File: src/rtl/hazard_stall_unit_pkg.sv
// ---------------------------------------------------------------------------
// hazard_stall_unit_pkg
// Shared types and constants for the pipeline interlock controller.
//   state_t  : interlock FSM state (RUN / STALL)
//   shadow_t : shadow copy of one pipeline stage's destination info
//   BUBBLE   : shadow value of an empty (bubbled) stage
//   REG_ZERO : hard-wired zero register, never a hazard source
// ---------------------------------------------------------------------------
package hazard_stall_unit_pkg;

    typedef enum logic {
        RUN   = 1'b0,
        STALL = 1'b1
    } state_t;

    typedef struct packed {
        logic [4:0] rw;
        logic       regwr;
        logic       memrd;
    } shadow_t;

    localparam shadow_t    BUBBLE   = '0;
    localparam logic [4:0] REG_ZERO = 5'd0;

endpackage

File: src/rtl/hazard_stall_unit_sat_counter.sv
// ---------------------------------------------------------------------------
// hazard_stall_unit_sat_counter
// Saturating up-counter used for the interlock performance counters.
//   i_clk   : clock, rising edge
//   i_rst   : asynchronous active-high reset (count -> 0)
//   i_inc   : increment by one this cycle (held at all-ones once reached)
//   i_clr   : synchronous clear, takes priority over i_inc
//   o_count : current count
// ---------------------------------------------------------------------------
module hazard_stall_unit_sat_counter #(
    parameter int unsigned CNT_W = 16
) (
    input  logic             i_clk,
    input  logic             i_rst,
    input  logic             i_inc,
    input  logic             i_clr,
    output logic [CNT_W-1:0] o_count
);

    logic [CNT_W-1:0] r_count;

    always_ff @(posedge i_clk or posedge i_rst) begin
        if (i_rst) begin
            r_count <= '0;
        end else if (i_clr) begin
            r_count <= '0;
        end else if (i_inc && (r_count != '1)) begin
            r_count <= r_count + 1'b1;
        end
    end

    assign o_count = r_count;

endmodule

File: src/rtl/hazard_stall_unit.sv
// ---------------------------------------------------------------------------
// hazard_stall_unit
// Interlock controller for the 5-stage IF/ID/EX/MEM/WR pipeline. Detects the
// hazards forwarding cannot cover (load-use, taken branch resolved in MEM)
// and drives PC / IF-ID write enables plus bubble/flush controls. A shadow
// copy of the E/M/W destination info is kept locally, so only decode-stage
// inputs and the MEM branch result are needed.
//   clk, rst    : clock (rising) / asynchronous active-high reset
//   D_Rs, D_Rt  : ID-stage source registers, qualified by D_UseRs/D_UseRt
//   D_Rw        : ID-stage destination, D_RegWr write flag, D_MemRd is-load
//   M_BrTaken   : MEM-stage branch/jump taken (redirect, highest priority)
//   PCWr/IFIDWr : PC and IF/ID write enables (low while stalling)
//   IFIDFlush, IDEXFlush, EXMEMFlush : zero/bubble the stage on next edge
//   Stall       : load-use stall active this cycle
//   StallCnt    : saturating count of stall cycles since reset
//   FlushCnt    : saturating count of branch flush cycles since reset
// ---------------------------------------------------------------------------
module hazard_stall_unit
    import hazard_stall_unit_pkg::*;
#(
    parameter int unsigned LOAD_STALL = 1,
    parameter int unsigned CNT_W      = 16
) (
    input  logic             clk,
    input  logic             rst,
    input  logic [4:0]       D_Rs,
    input  logic [4:0]       D_Rt,
    input  logic             D_UseRs,
    input  logic             D_UseRt,
    input  logic [4:0]       D_Rw,
    input  logic             D_RegWr,
    input  logic             D_MemRd,
    input  logic             M_BrTaken,
    output logic             PCWr,
    output logic             IFIDWr,
    output logic             IFIDFlush,
    output logic             IDEXFlush,
    output logic             EXMEMFlush,
    output logic             Stall,
    output logic [CNT_W-1:0] StallCnt,
    output logic [CNT_W-1:0] FlushCnt
);

    // Remaining stall cycles after the first one, loaded on hazard detect.
    localparam logic [1:0] STALL_RELOAD = 2'(LOAD_STALL - 1);

    state_t     r_state;
    state_t     w_state_nxt;
    logic [1:0] r_cnt;
    logic [1:0] w_cnt_nxt;

    shadow_t    r_e;
    shadow_t    r_m;
    shadow_t    r_w;
    shadow_t    w_d;

    logic       w_hazard;
    logic       w_unused_shadow_w;

    assign w_d = '{rw: D_Rw, regwr: D_RegWr, memrd: D_MemRd};

    // W shadow is kept for the forwarding partner's view of the pipe; no
    // interlock decision depends on it.
    assign w_unused_shadow_w = ^r_w;

    // Load in EX whose result an ID-stage read needs; $0 is never a hazard.
    always_comb begin
        w_hazard = r_e.memrd && r_e.regwr && (r_e.rw != REG_ZERO) &&
                   ((D_UseRs && (r_e.rw == D_Rs)) ||
                    (D_UseRt && (r_e.rw == D_Rt)));
    end

    // ---------------- FSM: state register ----------------
    always_ff @(posedge clk or posedge rst) begin
        if (rst) begin
            r_state <= RUN;
            r_cnt   <= '0;
        end else begin
            r_state <= w_state_nxt;
            r_cnt   <= w_cnt_nxt;
        end
    end

    // ---------------- FSM: next state ----------------
    // The first stall cycle is spent in RUN; STALL covers the remaining
    // LOAD_STALL-1 cycles, leaving once the counter would reach zero.
    always_comb begin
        w_state_nxt = r_state;
        w_cnt_nxt   = r_cnt;
        if (M_BrTaken) begin
            w_state_nxt = RUN;
            w_cnt_nxt   = '0;
        end else begin
            case (r_state)
                RUN: begin
                    if (w_hazard && (LOAD_STALL > 1)) begin
                        w_state_nxt = STALL;
                        w_cnt_nxt   = STALL_RELOAD;
                    end
                end
                STALL: begin
                    if (r_cnt <= 2'd1) begin
                        w_state_nxt = RUN;
                        w_cnt_nxt   = '0;
                    end else begin
                        w_cnt_nxt = r_cnt - 2'd1;
                    end
                end
                default: begin
                    w_state_nxt = RUN;
                    w_cnt_nxt   = '0;
                end
            endcase
        end
    end

    // ---------------- FSM: outputs ----------------
    always_comb begin
        PCWr       = 1'b1;
        IFIDWr     = 1'b1;
        IFIDFlush  = 1'b0;
        IDEXFlush  = 1'b0;
        EXMEMFlush = 1'b0;
        Stall      = 1'b0;
        if (M_BrTaken) begin
            IFIDFlush  = 1'b1;
            IDEXFlush  = 1'b1;
            EXMEMFlush = 1'b1;
        end else if ((r_state == STALL) || w_hazard) begin
            PCWr      = 1'b0;
            IFIDWr    = 1'b0;
            IDEXFlush = 1'b1;
            Stall     = 1'b1;
        end
    end

    // ---------------- Shadow pipeline ----------------
    always_ff @(posedge clk or posedge rst) begin
        if (rst) begin
            r_e <= BUBBLE;
            r_m <= BUBBLE;
            r_w <= BUBBLE;
        end else begin
            r_w <= r_m;
            if (M_BrTaken) begin
                r_m <= BUBBLE;
                r_e <= BUBBLE;
            end else begin
                r_m <= r_e;
                r_e <= IDEXFlush ? BUBBLE : w_d;
            end
        end
    end

    // ---------------- Performance counters ----------------
    hazard_stall_unit_sat_counter #(
        .CNT_W (CNT_W)
    ) u_stall_cnt (
        .i_clk   (clk),
        .i_rst   (rst),
        .i_inc   (Stall),
        .i_clr   (1'b0),
        .o_count (StallCnt)
    );

    hazard_stall_unit_sat_counter #(
        .CNT_W (CNT_W)
    ) u_flush_cnt (
        .i_clk   (clk),
        .i_rst   (rst),
        .i_inc   (M_BrTaken),
        .i_clr   (1'b0),
        .o_count (FlushCnt)
    );

endmodule

File: config.mk
export PLATFORM = sky130hd
export DESIGN_NAME = hazard_stall_unit
export DESIGN_NICKNAME = d
export VERILOG_FILES = /design/src/rtl/hazard_stall_unit_pkg.sv /design/src/rtl/hazard_stall_unit_sat_counter.sv /design/src/rtl/hazard_stall_unit.sv
export SDC_FILE = /design/constraint.sdc
export NUM_CORES = 1
export LEC_CHECK = 0
export ABC_CLOCK_PERIOD_IN_PS = 4100
export CAP_MARGIN = 20
export CORE_MARGIN = 8
export CORE_UTILIZATION = 25
export DETAILED_ROUTE_END_ITERATION = 12
export GPL_ROUTABILITY_DRIVEN = 0
export HOLD_SLACK_MARGIN = 0.06
export PLACE_DENSITY = 0.59
export SLEW_MARGIN = 20
export SYNTH_ARGS = -nofsm -noshare
export SYNTH_HDL_FRONTEND = slang
export SYNTH_SLANG_ARGS = --single-unit
File: constraint.sdc
create_clock -name clk -period 4.1 [get_ports clk]
set_clock_uncertainty 0.05 [all_clocks]
set_input_delay 0.41 -clock clk [delete_from_list [all_inputs] [get_ports clk]]
set_output_delay 0.41 -clock clk [all_outputs]
set_load 0.01 [all_outputs]
# ---- Word-level counts from Yosys, hierarchy flattened
# Index checks and enable logic that the tools add are counted.
dict set report word_totals {
  ff_bits 42
  input_bits 22
}
dict set report op_classes {
  n_addsub 3
  magnitude_cmp 1
  n_eq_ne 4
  n_mux 14
  reduce_logical 11
}
# operator count
set op_table {}
lappend op_table {{$add 16x1->16 const B} 2}
lappend op_table {{$ne 16x16->1 const B} 2}
lappend op_table {{$mux 7} 2}
lappend op_table {{$eq 5x5->1} 2}
lappend op_table {{$mux 1} 9}
lappend op_table {{$logic_and 1x1->1} 7}
lappend op_table {{$mux 2} 3}
lappend op_table {{$reduce_bool 5->1} 1}
lappend op_table {{$le 2x1->1 const B} 1}
lappend op_table {{$logic_or 1x1->1} 2}
lappend op_table {{$reduce_bool 2->1} 1}
lappend op_table {{$sub 2x1->2 const B} 1}

# ---- Depth between registers and ports, before layout
dict set report depth {
  depth_word 9
  ltp_mapped 8
  mapped_depth_nobuf 7
}

# ---- Modules after synthesis
# Synthesis repeated with hierarchy kept, for this count alone.
dict set report hier_totals {
  cells_unflattened 265
  area_unflattened_um2 2519.9
}
# module instances cells_each area_each_um2 seq_area_each_um2
set modules_own_cells {}
lappend modules_own_cells {hazard_stall_unit_sat_counter 2 101 932.1 400.4}
lappend modules_own_cells {hazard_stall_unit 1 63 655.6 250.2}

# ---- Least setup slack after synthesis
# Ideal clock, no wire load.
dict set report synth_timing {
  kind {register to register}
  start {register u_stall_cnt.r_count[0] (netlist: u_stall_cnt.o_count[0])}
  end {register u_stall_cnt.r_count[1] (netlist: u_stall_cnt.o_count[1])}
  setup_time_ns 0.128
  arrival_time_ns 1.961
  required_time_ns 3.922
  setup_slack_ns 1.962
  path_stages_with_launch 8
  n_path_buf 1
  period_less_slack_ns 2.138
  cell_sequence {dfrtp_1 > ha_1 > nand4_1 > or3_1 > o221ai_2 > o21bai_4 > buf_8 > mux2_1}
}
dict set report synth_between {
  elab_chain_len 2
  word_cells_on_any_way 3
  classes_between {1 x add/sub; 1 x eq/ne; 1 x reduce/logical}
}
# element line
set synth_lines {}
lappend synth_lines {{start: declaration} hazard_stall_unit_sat_counter.sv:20} ;# logic [CNT_W-1:0] r_count;
lappend synth_lines {{start signal: assignment} hazard_stall_unit_sat_counter.sv:28} ;# r_count <= r_count + 1'b1;
lappend synth_lines {{parallel branches: the longest is 2 deep, another holds $add 16x1->16} n/a}
# Parallel ways; which one is timed is not known.
# A chain may end at the register's enable or synchronous reset.

# ---- Worst setup path in the final report
dict set report layout_timing {
  start {register r_e[2] (netlist bit)}
  end {output port IDEXFlush}
}
dict set report layout_between {
  elab_chain_len 7
  word_cells_on_any_way 11
  classes_between {2 x eq/ne; 2 x mux; 7 x reduce/logical}
}
# element line
set layout_lines {}
lappend layout_lines {{start: declaration} hazard_stall_unit.sv:52} ;# shadow_t r_e;
lappend layout_lines {{start signal: assignment} hazard_stall_unit.sv:150} ;# r_e <= IDEXFlush ? BUBBLE : w_d;
lappend layout_lines {{$eq 5x5->1 (on tied branches)} {hazard_stall_unit.sv:69, hazard_stall_unit.sv:70}}
lappend layout_lines {{$logic_and 1x1->1 (on tied branches)} {hazard_stall_unit.sv:69, hazard_stall_unit.sv:70}}
lappend layout_lines {{$logic_or 1x1->1} hazard_stall_unit.sv:69} ;# ((D_UseRs && (r_e.rw == D_Rs)) ||
lappend layout_lines {{$logic_and 1x1->1 *} hazard_stall_unit.sv:68} ;# w_hazard = r_e.memrd && r_e.regwr && (r_e.rw != REG_ZERO) &&
lappend layout_lines {{$logic_or 1x1->1 *} hazard_stall_unit.sv:129} ;# end else if ((r_state == STALL) || w_hazard) begin
lappend layout_lines {{$mux 1 *} hazard_stall_unit.sv:129}
lappend layout_lines {{$mux 1 *} hazard_stall_unit.sv:125} ;# if (M_BrTaken) begin
lappend layout_lines {{end: declaration} hazard_stall_unit.sv:37} ;# output logic IDEXFlush,
# Mark *: on every way between the ends. The rest lies on a longest branch, timed or not.

==> metrics.txt <==
area of the multi-input gates ~940 um2; combinational fraction of design power about a fifth; switching share of power a little over a quarter; Sw Pwr around 280 uW; cts repair resizes 0; pwr dens 362 nW/um2; CORE AREA 8090 um2; Hold-fix buffers, CTS 0; NumNets Final about 280; Worst setup EP type output port; initial antenna violation count 0; share of the yosys chip area belonging to registers about half; initial core utilization about a quarter; hold path startpoint u_stall_cnt.o_count[11]; YS warnings 0; share of the synthesized area in the top cell type between 50% and 60%; area delta synth->final 38.7%; Core Rows 33; Worst Tran Pin Value 539 ps; top post-synthesis cells by area dfrtp_1 (51%), xnor2_1 (8.9%), xor2_1 (6.4%); H-Tree Level Count 2; Reg2Reg Setup Slack around 1800 ps; Hold Crit Depth 1; Mapped Area 2060 um2; Req. time, crit path 3640 ps; clock root cell clkbuf_8; syn_area_per_cell ~11 um2; height of the die ~110 um; violation count after the first detailed-routing iteration 36; Startpoint Class flip-flop; vias in the first global route around 1600; Sequential Area roughly 1100 um2; Worst slew margin ~64%; Yosys cell types 33; #FFs+latches synth between 40 and 50; wire length per cell 13.3 um; kind of critical path reg -> out; Tmin final approximately 2900 ps; TNS Setup 0 ps; Flop pwr share between 40% and 50%; Setup-failing EPs final 0; Int Power around 760 uW; leakage dissipation ~0.0012 uW; Max-cap violations 0; Num Clock Sinks 42; syn_nets between 200 and 250; Ant. Diodes 0; Top Ports 60; DR DRC count 0; Clock Latency Late Sink between 200 and 300 ps; Filler cells around 830; CTS tree yes; FF-to-FF path depth 6; FF-to-FF End u_stall_cnt.o_count[1]; CTS buffer count 5; status complete, no violations; part of the cycle the worst path needs between 60% and 70%; Worst Hold Class reg -> reg; worst-case vdd ir drop approximately 200 uV; Clock Pin Slew Worst Setup and Hold Paths 90 ps; Final ANT Viol Nets 0; postcts setup bufs 0; design area 2860 um2; Critical R2R Launch u_stall_cnt.o_count[0]; Synth area leader dfrtp_1; hold slack final between 400 and 500 ps; Final Hold Vio Count 0; via count about 1600; IO buf count 59; Endpoint, Worst Hold u_stall_cnt.o_count[11]; drt pass-1 iters 4; Cells after Synth 189; Post-Route WL about 4.8 mm; Detail Placement HPWL 3.62 mm; Clk network pwr share 31.7%; largest net degree at the start of global routing 43; grt ovf 0; RSZ-0062 raised after global routing false; Fmax 349 MHz; Die Wd between 100 and 150 um; global-route wire length before repair between 7 and 8 mm; layout cells sized above 1 between 7 and 8%; CP arrival 2410 ps; Max Slew Vio Count 0; Max Fanout on Critical Path 8; post-DR vias/cell 4.40; Tot GR Track Use roughly 8.4%; CTS max path bufs 2; area of placed instances approximately 2800 um2; die footprint 11400 um2
[synth_stat cells (all sizes together)]
library cell / number
and2: 8
a21oi: 3
a211oi: 1
nor2: 9
and3: 1
a31oi: 2
nor4: 4
mux2i: 1
inv: 9
nand4: 9
nand2b: 3
dfrtp: 42
o22ai: 1
or3: 2
buf: 5
mux2: 4
nand3: 12
o21bai: 1
nor3: 11
xor2: 15
o221ai: 1
nor3b: 1
and4: 2
xnor2: 21
nor2b: 3
o311a: 1
or2: 1
ha: 2
nand2: 14
[through the flow]
step | instances | setup WS (ps) | power, uW | util (%)
global route | 357 | 1070 | 1100 | 35.4
finish | 357 | 1230 | 1040 | 35.4
CTS | 357 | 1180 | 1060 | 35.4
floorplan | 189 | 1960 | 601 | -
global placement | 349 | 1350 | 719 | 34.0
detailed placement | 349 | 1340 | 721 | 34.0
[power by group through the flow]
stage | Sequential, uW | Clock (uW) | Combinational (uW)
3_3_place_gp | 514 | 0 | 204
3_5_place_dp | 515 | 0 | 206
4_1_cts | 508 | 341 | 207
2_1_floorplan | 521 | 0 | 80.6
6_report | 506 | 329 | 201
5_1_grt | 516 | 358 | 224
[flip-flops by register name, summed over array words and instances, names as in the netlist]
signal               count
u_flush_cnt.o_count     16
u_stall_cnt.o_count     16
r_e                      7
r_cnt                    2
r_state                  1
[cells by family (layout without fill, tap and decap cells)]
kind of cell,count (synthesis),in the layout,share of synthesized area (%)
adders and majority gates,2,2,1.21
xor gates and xnor gates,36,36,15.3
DFF,42,42,50.9
muxes,5,5,2.67
and+or+nand+nor,80,80,20.4
buffers and inverters,14,77,3.64
AOI/OAI and AO/OA,10,10,5.94
[layer usage]
| metal | GRT usage, % | routed length [um] | up-vias | share of wire, % |
|---|---|---|---|---|
| li1 | - | - | 765 | - |
| met1 | 10.1 | 2120 | 771 | 45 |
| met2 | 13.7 | 2300 | 34 | 48 |
| met3 | 3.12 | 307 | 2 | 6.5 |
| met4 | 2.41 | 18 | 0 | 0.38 |
| met5 | 0 | 0 | - | 0 |
[cells in the final DEF, fill, tap and decap left out, types with 2 or more instances in the layout]
cell type / count
nor2b_1: 3
xnor2_1: 21
mux2_2: 3
clkbuf_8: 5
nand3_1: 12
clkdlybuf4s50_1: 59
and2_1: 8
and4_1: 2
nand2_1: 14
nor2_1: 9
ha_1: 2
nor3_1: 11
nor4_1: 4
dfrtp_1: 42
or3_1: 2
a21oi_1: 3
inv_1: 8
nand2b_1: 3
xor2_1: 15
nand4_1: 9
[critical path: stages, from the launching register on]
cell and delay [ps]:
dfrtp_1 420, or3_1 390, o311a_4 350, a211oi_2 400, inv_1 80, clkdlybuf4s50_1 490
[worst max path at each step]
stage | cells past startpoint | slack (ps) | end | start
after floorplan | 7 | 1960 | u_stall_cnt.o_count[1] | u_stall_cnt.o_count[0]
final | 5 | 1230 | IDEXFlush | r_e[2]
after global routing | 5 | 1070 | IDEXFlush | r_e[2]
after CTS | 5 | 1180 | IDEXFlush | r_e[2]
after global placement | 7 | 1350 | IDEXFlush | D_Rt[2]
after detailed placement | 7 | 1340 | Stall | D_Rt[2]
[layout make-up]
type | instances | area share (%)
inverters | 9 | 1.18
well taps | 105 | 4.59
repair buffers | 60 | 20.9
flip-flops and latches | 42 | 36.7
clock inverters | 2 | 1.31
multi-input cells | 133 | 32.8
clock buffers | 6 | 2.53
(Power assumes the default switching activity.)
